<file path="src/rtl/adc_multi_rx_if.sv">
// AXI-Stream style sample output bundle for adc_multi_rx.
`timescale 1ns/1ps
interface adc_multi_rx_if;
  logic [31:0] tdata;
  logic        tvalid;
  logic        tready;
  logic [2:0]  tuser;
  logic        tlast;

  modport master (output tdata, tvalid, tuser, tlast, input tready);
  modport slave  (input tdata, tvalid, tuser, tlast, output tready);
endinterface

</file>
<file path="src/rtl/adc_multi_rx.sv">
// Multi-lane serial ADC frame receiver: shared SCO/FSO, NUM_CH SDO lanes,
// frame FIFO and per-channel stream output.
// state | meaning
// IDLE  | waiting for a bit event with frame sync low
// SHIFT | collecting 32 frame bits on every lane
// PUSH  | writing the frame to the FIFO, or dropping it when full
`timescale 1ns/1ps
module adc_multi_rx #(
  parameter int NUM_CH     = 4,
  parameter int SAMPLE_W   = 24,
  parameter int FIFO_DEPTH = 16
) (
  input  logic              aclk,
  input  logic              aresetn,
  input  logic              adc_sco,
  input  logic              adc_fson,
  input  logic [NUM_CH-1:0] adc_sdo,
  input  logic              cfg_enable,
  input  logic              cfg_status_en,
  input  logic              cfg_clear,
  adc_multi_rx_if.master    m_axis,
  output logic [31:0]       frame_count,
  output logic [15:0]       overflow_count,
  output logic [15:0]       frame_err_count
);
  localparam int AW = $clog2(FIFO_DEPTH);
  localparam int CW = (NUM_CH > 1) ? $clog2(NUM_CH) : 1;

  typedef enum logic [1:0] {S_IDLE, S_SHIFT, S_PUSH} state_t;

  state_t            r_state, w_state_nxt;
  logic              r_sco_m, r_sco_s, r_sco_q, r_fson_m, r_fson_s;
  logic [NUM_CH-1:0] r_sdo_m, r_sdo_s;
  logic [4:0]        r_bit_cnt;
  logic [30:0]       r_sr [NUM_CH];
  logic [31:0]       r_mem [FIFO_DEPTH][NUM_CH];
  logic [AW:0]       r_wr_ptr, r_rd_ptr;
  logic [CW-1:0]     r_ch;
  logic [31:0]       r_frame_cnt;
  logic [15:0]       r_ovf_cnt, r_err_cnt;

  logic              w_bit_ev, w_start, w_shift, w_abort, w_push;
  logic              w_empty, w_full, w_wr, w_ovf, w_valid, w_hs, w_last;
  logic [SAMPLE_W-1:0] w_smp [NUM_CH];
  logic [6:0]        w_st   [NUM_CH];
  logic [23:0]       w_lj   [NUM_CH];
  logic [31:0]       w_pack [NUM_CH];

  always_ff @(posedge aclk or negedge aresetn) begin
    if (!aresetn) begin
      r_sco_m  <= 1'b0;
      r_sco_s  <= 1'b0;
      r_sco_q  <= 1'b0;
      r_fson_m <= 1'b0;
      r_fson_s <= 1'b0;
      r_sdo_m  <= '0;
      r_sdo_s  <= '0;
    end else begin
      r_sco_m  <= adc_sco;
      r_sco_s  <= r_sco_m;
      r_sco_q  <= r_sco_s;
      r_fson_m <= adc_fson;
      r_fson_s <= r_fson_m;
      r_sdo_m  <= adc_sdo;
      r_sdo_s  <= r_sdo_m;
    end
  end

  assign w_bit_ev = r_sco_s & ~r_sco_q;

  always_ff @(posedge aclk or negedge aresetn) begin
    if (!aresetn) r_state <= S_IDLE;
    else          r_state <= w_state_nxt;
  end

  always_comb begin
    w_state_nxt = r_state;
    w_start     = 1'b0;
    w_shift     = 1'b0;
    w_abort     = 1'b0;
    w_push      = 1'b0;
    case (r_state)
      S_IDLE: begin
        if (w_bit_ev && !r_fson_s && cfg_enable) begin
          w_start     = 1'b1;
          w_state_nxt = S_SHIFT;
        end
      end
      S_SHIFT: begin
        if (w_bit_ev) begin
          if (!r_fson_s) begin
            w_abort = 1'b1;
          end else begin
            w_shift = 1'b1;
            if (r_bit_cnt == 5'd31) w_state_nxt = S_PUSH;
          end
        end
      end
      S_PUSH: begin
        w_push      = 1'b1;
        w_state_nxt = S_IDLE;
      end
      default: w_state_nxt = S_IDLE;
    endcase
  end

  always_ff @(posedge aclk or negedge aresetn) begin
    if (!aresetn)                r_bit_cnt <= '0;
    else if (w_start || w_abort) r_bit_cnt <= '0;
    else if (w_shift)            r_bit_cnt <= r_bit_cnt + 5'd1;
  end

  // The 32nd frame bit is never stored, so the register only holds 31 bits.
  always_ff @(posedge aclk) begin
    if (w_shift && r_bit_cnt != 5'd31) begin
      for (int c = 0; c < NUM_CH; c++) r_sr[c] <= {r_sr[c][29:0], r_sdo_s[c]};
    end
  end

  for (genvar g = 0; g < NUM_CH; g++) begin : g_pack
    assign w_smp[g]  = r_sr[g][30 -: SAMPLE_W];
    assign w_st[g]   = r_sr[g][30-SAMPLE_W -: 7];
    assign w_lj[g]   = 24'(w_smp[g]) << (24 - SAMPLE_W);
    assign w_pack[g] = cfg_status_en ? {w_lj[g], w_st[g], 1'b0} : 32'($signed(w_smp[g]));
  end

  assign w_empty = (r_wr_ptr == r_rd_ptr);
  assign w_full  = (r_wr_ptr[AW] != r_rd_ptr[AW]) && (r_wr_ptr[AW-1:0] == r_rd_ptr[AW-1:0]);
  assign w_wr    = w_push && !w_full;
  assign w_ovf   = w_push && w_full;
  assign w_valid = !w_empty;
  assign w_last  = (r_ch == CW'(NUM_CH - 1));
  assign w_hs    = w_valid && m_axis.tready;

  always_ff @(posedge aclk) begin
    if (w_wr) begin
      for (int c = 0; c < NUM_CH; c++) r_mem[r_wr_ptr[AW-1:0]][c] <= w_pack[c];
    end
  end

  always_ff @(posedge aclk or negedge aresetn) begin
    if (!aresetn) begin
      r_wr_ptr <= '0;
      r_rd_ptr <= '0;
      r_ch     <= '0;
    end else begin
      if (w_wr) r_wr_ptr <= r_wr_ptr + 1'b1;
      if (w_hs) begin
        if (w_last) begin
          r_ch     <= '0;
          r_rd_ptr <= r_rd_ptr + 1'b1;
        end else begin
          r_ch <= r_ch + 1'b1;
        end
      end
    end
  end

  // Outputs come only from registers, so tready never reaches tvalid.
  assign m_axis.tvalid = w_valid;
  assign m_axis.tdata  = w_valid ? r_mem[r_rd_ptr[AW-1:0]][r_ch] : 32'd0;
  assign m_axis.tuser  = 3'(r_ch);
  assign m_axis.tlast  = w_valid && w_last;

  always_ff @(posedge aclk or negedge aresetn) begin
    if (!aresetn) begin
      r_frame_cnt <= '0;
      r_ovf_cnt   <= '0;
      r_err_cnt   <= '0;
    end else if (cfg_clear) begin
      r_frame_cnt <= '0;
      r_ovf_cnt   <= '0;
      r_err_cnt   <= '0;
    end else begin
      if (w_wr) r_frame_cnt <= r_frame_cnt + 32'd1;
      if (w_ovf && r_ovf_cnt != 16'hFFFF) r_ovf_cnt <= r_ovf_cnt + 16'd1;
      if (w_abort && r_err_cnt != 16'hFFFF) r_err_cnt <= r_err_cnt + 16'd1;
    end
  end

  assign frame_count     = r_frame_cnt;
  assign overflow_count  = r_ovf_cnt;
  assign frame_err_count = r_err_cnt;
endmodule

</file>
<file path="src/flat_wrapper.sv">
// flat-port wrapper written by rule: the top's interface ports become plain ports
module adc_multi_rx_flat 
#(
  parameter int NUM_CH     = 4,
  parameter int SAMPLE_W   = 24,
  parameter int FIFO_DEPTH = 16
)
  (aclk, aresetn, adc_sco, adc_fson, adc_sdo, cfg_enable, cfg_status_en, cfg_clear, frame_count, overflow_count, frame_err_count, m_axis_tdata, m_axis_tvalid, m_axis_tuser, m_axis_tlast, m_axis_tready);
  adc_multi_rx_if m_axis_i ();
  input  logic aclk;
  input  logic aresetn;
  input  logic adc_sco;
  input  logic adc_fson;
  input  logic [NUM_CH-1:0] adc_sdo;
  input  logic cfg_enable;
  input  logic cfg_status_en;
  input  logic cfg_clear;
  output logic [31:0] frame_count;
  output logic [15:0] overflow_count;
  output logic [15:0] frame_err_count;
  output wire logic [$bits(m_axis_i.tdata)-1:0] m_axis_tdata;
  output wire logic [$bits(m_axis_i.tvalid)-1:0] m_axis_tvalid;
  output wire logic [$bits(m_axis_i.tuser)-1:0] m_axis_tuser;
  output wire logic [$bits(m_axis_i.tlast)-1:0] m_axis_tlast;
  input wire logic [$bits(m_axis_i.tready)-1:0] m_axis_tready;
  assign m_axis_tdata = m_axis_i.tdata;
  assign m_axis_tvalid = m_axis_i.tvalid;
  assign m_axis_tuser = m_axis_i.tuser;
  assign m_axis_tlast = m_axis_i.tlast;
  assign m_axis_i.tready = m_axis_tready;
  adc_multi_rx #(.NUM_CH(NUM_CH), .SAMPLE_W(SAMPLE_W), .FIFO_DEPTH(FIFO_DEPTH)) u_core (.aclk(aclk), .aresetn(aresetn), .adc_sco(adc_sco), .adc_fson(adc_fson), .adc_sdo(adc_sdo), .cfg_enable(cfg_enable), .cfg_status_en(cfg_status_en), .cfg_clear(cfg_clear), .m_axis(m_axis_i), .frame_count(frame_count), .overflow_count(overflow_count), .frame_err_count(frame_err_count));
endmodule
</file>
<file path="config.mk">
export PLATFORM = sky130hd
export DESIGN_NAME = adc_multi_rx_flat
export DESIGN_NICKNAME = d
export VERILOG_FILES = /design/src/rtl/adc_multi_rx_if.sv /design/src/rtl/adc_multi_rx.sv /design/src/flat_wrapper.sv
export SDC_FILE = /design/constraint.sdc
export NUM_CORES = 2
export LEC_CHECK = 0
export ABC_AREA = 1
export BUFFER_PORTS_ARGS = -buffer_cell sky130_fd_sc_hd__clkbuf_2
export CORE_AREA = 3 3 498 500
export DETAILED_ROUTE_END_ITERATION = 10
export DIE_AREA = 0 0 501 503
export GPL_ROUTABILITY_DRIVEN = 0
export PLACE_DENSITY = 0.6
export SETUP_SLACK_MARGIN = 0.02
export SLEW_MARGIN = 10
export SYNTH_ARGS = -nofsm -noshare
export SYNTH_HDL_FRONTEND = slang
export SYNTH_SLANG_ARGS = --single-unit
</file>
<file path="constraint.sdc">
create_clock -name aclk -period 7.55 [get_ports aclk]
set_clock_uncertainty 0.1 [all_clocks]
set_input_delay 1.8875 -clock aclk [delete_from_list [all_inputs] [get_ports aclk]]
set_output_delay 1.8875 -clock aclk [all_outputs]
set_load 0.03 [all_outputs]
</file>
**Yosys cells after proc, flatten, opt, wreduce, memory -nomap -nowiden**

Memory sizes are Yosys's and may differ from the RTL's.
Cells that the tools add are included.
Widths: inputs -> output; s select.

- Register bits: 96
- Latch bits: 0
- Memory bits (writable): 2172
- ROM bits: 0
- Output and inout port bits: 101
- Word-level logic and storage cells: 98
- Memories: 2

- $add $sub $neg: 7
- $mul: 0
- Div/mod/pow operators: 0
- Magnitude comparators: 1
- Equal/unequal tests: 14
- Shifts and indexed selects: 0
- Multiplexer cells: 35
- Bitwise gates (word level): 3
- Reductions and logical operators: 21

Memory list:

| name | words | width | rd ports | clocked after memory_dff | wr ports | RTL line | RTL |
|---|---|---|---|---|---|---|---|
| u_core.r_mem | 16 | 128 | 1 | 0 | 1 | adc_multi_rx.sv:36 | `logic [31:0] r_mem [FIFO_DEPTH][NUM_CH];` |
| u_core.r_sr | 4 | 31 | 4 | 0 | 4 | adc_multi_rx.sv:35 | `logic [30:0] r_sr [NUM_CH];` |

Operators with widths:

| kind | count |
|---|---|
| $mux 32 | 5 |
| $mux 31 | 4 |
| $bmux 32 s2 | 1 |
| $mux 16 | 4 |
| $add 16x1->16 const B | 2 |
| $add 32x1->32 const B | 1 |
| $ne 16x16->1 const B | 2 |
| $add 5x1->5 const B | 3 |
| $mux 1 | 13 |
| $logic_and 1x1->1 | 10 |
| $mux 2 | 5 |
| $mux 5 | 2 |
| $ne 2x1->1 const B | 4 |
| $reduce_bool 2->1 | 4 |
| $eq 5x5->1 | 1 |
| $eq 5x5->1 const B | 1 |
| $ne 5x5->1 const B | 1 |
| $eq 2x2->1 const B | 2 |
| $eq 4x4->1 | 1 |
| $pmux 2 s2 | 1 |
| $reduce_and 4->1 | 1 |
| $ge 3x3->1 const B | 1 |
| $logic_not 1->1 | 3 |
| $not 2->3 | 1 |
| 8 further kinds | 8 |

**Depth between registers and ports, before layout**

- Depth in word-level cells: 8
- Depth in mapped cells: 15

**Worst setup path before layout**

OpenSTA, ideal clock, no wires.

- Path type: register to register
- Start: register u_core.r_rd_ptr[0]
- End: memory u_core.r_mem[0][0] in the netlist's numbering, enable pin
- Library setup time: 0.617 ns
- Arrival time: 6.714 ns
- Data required time: 6.833 ns
- Setup slack: 0.119 ns
- Stages on the path, launching flop included: 13
- Buffers on the path: 3
- Cell sequence: dfrtp_1 buf_6 inv_2 buf_6 nand2_1 a21oi_1 and2_4 nand2_2 nand2_4 inv_1 buf_2 nand2_1 nor2_1

- Longest elaborated chain between the ends: 6

Ends and longest elaborated chain:

| item | RTL line | RTL |
|---|---|---|
| start, declared | adc_multi_rx.sv:37 | `logic [AW:0] r_wr_ptr, r_rd_ptr;` |
| start signal, assigned | adc_multi_rx.sv:151 | `r_rd_ptr <= r_rd_ptr + 1'b1;` |
| $eq 4x4->1 | adc_multi_rx.sv:128 | `assign w_full = (r_wr_ptr[AW] != r_rd_ptr[AW]) && (r_wr_ptr[AW-1:0] == r_rd_ptr[AW-1:0]);` |
| $logic_and 1x1->1 | adc_multi_rx.sv:128 |  |
| $logic_not 1->1 | adc_multi_rx.sv:129 | `assign w_wr = w_push && !w_full;` |
| $logic_and 1x1->1 | adc_multi_rx.sv:129 |  |
| $mux 1 | adc_multi_rx.sv:136 | `if (w_wr) begin` |
| $mux 1 (not written as such) | adc_multi_rx.sv:137 | `for (int c = 0; c < NUM_CH; c++) r_mem[r_wr_ptr[AW-1:0]][c] <= w_pack[c];` |
| end, declared | adc_multi_rx.sv:36 |  |

No other way between the ends.

**Final worst setup path**

- Start: register u_core.r_rd_ptr[1]
- End: output port m_axis_tdata[8]

- Longest elaborated chain between the ends: 5
- Elaborated cells on any way between the ends: 6
- Those cells by class: 1 x eq/ne; 4 x mux; 1 x memory

Ends and longest elaborated chain:

| item | RTL line | RTL |
|---|---|---|
| $mem_v2 16x128 | - |  |
| $bmux 32 s2 | adc_multi_rx.sv:161 | `assign m_axis.tdata = w_valid ? r_mem[r_rd_ptr[AW-1:0]][r_ch] : 32'd0;` |
| $mux 32 (not written as such) (2 in series) | adc_multi_rx.sv:161 |  |
| $mux 32 * | adc_multi_rx.sv:161 |  |
| end, declared | flat_wrapper.sv:21 | `output wire logic [$bits(m_axis_i.tdata)-1:0] m_axis_tdata;` |

Mark *: on every way between the ends. The rest lies on a longest branch, timed or not. The select of a mux whose other input is x is not followed.

==> results_dict.tcl <==
set metrics [dict create \
    numCtsBuffers 227 \
    ys_seq_area_share_pct 69.4 \
    netlist_instances 9074 \
    io_buffer_count 111 \
    syn_area_per_cell_sq_um 10.7 \
    grt_max_degree 216 \
    top_level_ports 113 \
    crit_cells 12 \
    antenna_found_initial 3 \
    finalWirelength_mm 273 \
    cp_max_fo 184 \
    setup-tns-final_ns 0 \
    clock_sinks 2268 \
    detail-route-antenna-nets 0 \
    worstPathArrival_ns 4.72 \
    fp.dieH_um 503 \
    grt_pass1_vias 62200 \
    detail_route.first_pass.iterations 6 \
    slew_viol_final 0 \
    cts_max_level 4 \
    num_rows 181 \
    hold_ws_ns 0.224 \
    routed_via_density 5.20 \
    rr_worst_depth 10 \
    status "complete, no violations" \
    grtUsageTotal_pct 21.2 \
    gr-total-overflow 0 \
    ys_warn_count 0 \
    clockRootBuffer "clkbuf_16" \
    core_sq_um 243000 \
    synth_area_sq_um 97400 \
    hpwl_mm 135 \
    crit_family "buffers and inverters" \
    crit_top_cell "nor2_1" \
    syn2layout_area_growth_pct 11.8 \
    holdCritPathClass "reg2reg" \
    drive_gt1_share_pct 7.74 \
    crit_chain "clkinv_16 -> buf_4 -> nor2_1 -> o21ai_0 -> nand2_1 -> nand2_1 -> nand3_1 -> nand2_1 -> nor2_1 -> nor2_1 -> nor2_1 -> clkbuf_2" \
    post-cts-setup-buffers 0 \
    drt_iter0_drc 6911 \
    p_leak_nw 43.6 \
    required_ns 5.56 \
    cts_resized 0 \
    worstSetupPathType "reg2out" \
    tightest_slew_ns 1.29 \
    period_minus_slack_ns 6.71 \
    synth_top_area_share_pct 67.0 \
    setup_viol 0 \
    worst-path-buf-inv 3 \
    die_w_um 501 \
    ctsHoldBuffers 0 \
    cts_buffer_depth 3 \
    cpPeakStageDelay_ns 1.01 \
    power_per_cell_area_nw_per_um2 340 \
    synth_nets 9097 \
    clkLatencyLatePin_ns 0.90 \
    fillers 22300 \
    start_util_pct 40.0 \
    synth_cell_types 45 \
    ys_ff_latch 2268 \
    worst_setup_path_start_kind "flip-flop" \
    wl_per_cell_um 21.8 \
    final_nets 9158 \
    ys_top_cells_by_area "edfxtp_1, nand2_1, nand3_1, inv_1, dfrtp_1" \
    grt_pass1_wl_mm 403 \
    endpoint_kind "output port" \
    finalCritPeriodShare_pct 88.9 \
    final_common_cell "nand2_1" \
    timing.fmax_mhz 149 \
    vias 65100 \
    cap_violations 0 \
    path_clk_slew_ns 0.06 \
    remaining_drc_errors 0 \
    rsz0062_at_grt "false" \
    slowest_stage "dfrtp_4" \
    relSlewSlack_pct 13.3 \
    synth_top_area_cell "edfxtp_1" \
    die_area_sq_um 252000 \
    hold_viol 0 \
    max-vdd-ir-drop_mv 0.387 \
    cts_tree "built" \
    min_path_cells 0 \
    mostFrequentLayoutCells "nand2_1, edfxtp_1, inv_1, nand3_1, nor2_1" \
]
## where the power goes
group,total (W),internal (W),switching (W),leakage [nW]
sequential,0.0142,0.0138,0.000329,20.9
combinational,0.0117,0.00319,0.00851,19.1
clock,0.0111,0.00627,0.00485,3.56
total,0.0370,0.0233,0.0137,43.6
## per-layer routing
layer	GRT usage (%)	up-vias	part of all wire, %
li1	-	30200	-
met1	29.1	31900	42
met2	35.2	2564	47
met3	2.94	454	7.5
met4	6.50	2	3.0
met5	0	-	0.0048
## through the flow
stage | setup WS (ns) | total power [W] | cell area (sq um) | instances | utilization (%)
after global routing | 0.680 | 0.0388 | 109000 | 12500 | 44.7
final | 0.839 | 0.0370 | 109000 | 12500 | 44.7
after CTS | 0.839 | 0.0371 | 109000 | 12500 | 44.7
after floorplan | 0.119 | 0.0226 | 97400 | 9074 | -
after detailed placement | 1.81 | 0.0261 | 102000 | 12100 | 41.7
after global placement | 1.74 | 0.0260 | 102000 | 12100 | 41.7
## Yosys cell counts (all sizes together)
library cell	count
nand3b	3
xor2	40
nor3b	1
clkbuf	179
or2	135
buf	308
nor4	2
nand2	2977
ha	11
a21oi	168
nor3	154
nand3	856
conb	1
nor2	357
o21bai	1
edfxtp	2172
o211ai	192
and2	1
inv	1104
o21ai	286
nand2b	1
a21o	5
xnor2	4
clkinv	1
nand4	19
dfrtp	96
## area by class of cell
cell class,instances,area [sq um],share of cell area (%)
sequential,2268,67600,62.1
timing repair buffer,319,2610,2.40
tap,3202,4010,3.68
multi-input combinational,5214,23100,21.2
inverter,1105,4200,3.86
clock buffer,279,5940,5.45
antenna,1,2.50,0.00230
clock inverter,139,1360,1.25
## kinds of logic after synthesis
family	share of synthesized area, %
simple gates	19.1
flops	69.4
buf+inv	7.03
compound gates	3.86
xor+xnor	0.396
fa+ha+maj	0.141
other cells	0.00385
## registers in the layout, indices dropped and copies added (netlist names), 2 cells and up
register                count
u_core.r_ch                 2
u_core.r_wr_ptr             5
u_core.r_bit_cnt            5
u_core.r_sdo_m              4
u_core.frame_err_count     16
u_core.r_sr               124
u_core.r_rd_ptr             5
u_core.r_state              2
u_core.r_sdo_s              4
u_core.r_mem             2048
u_core.frame_count         32
u_core.overflow_count      16
## final timing paths
| kind | start | endpoint | slack, ns |
|---|---|---|---|
| min reg2reg | u_core.r_sdo_m[3] | u_core.r_sdo_s[3] | 0.22 |
| max in group asynchronous | aresetn | u_core.r_rd_ptr[1] | 5.00 |
| min in group asynchronous | aresetn | u_core.frame_err_count[7] | 1.05 |
| max | u_core.r_rd_ptr[1] | m_axis_tdata[8] | 0.84 |
| min | u_core.r_sdo_m[3] | u_core.r_sdo_s[3] | 0.22 |
| max reg2reg | u_core.r_rd_ptr[0] | u_core.r_mem[10][49] | 2.72 |
(Power assumes the default switching activity.)
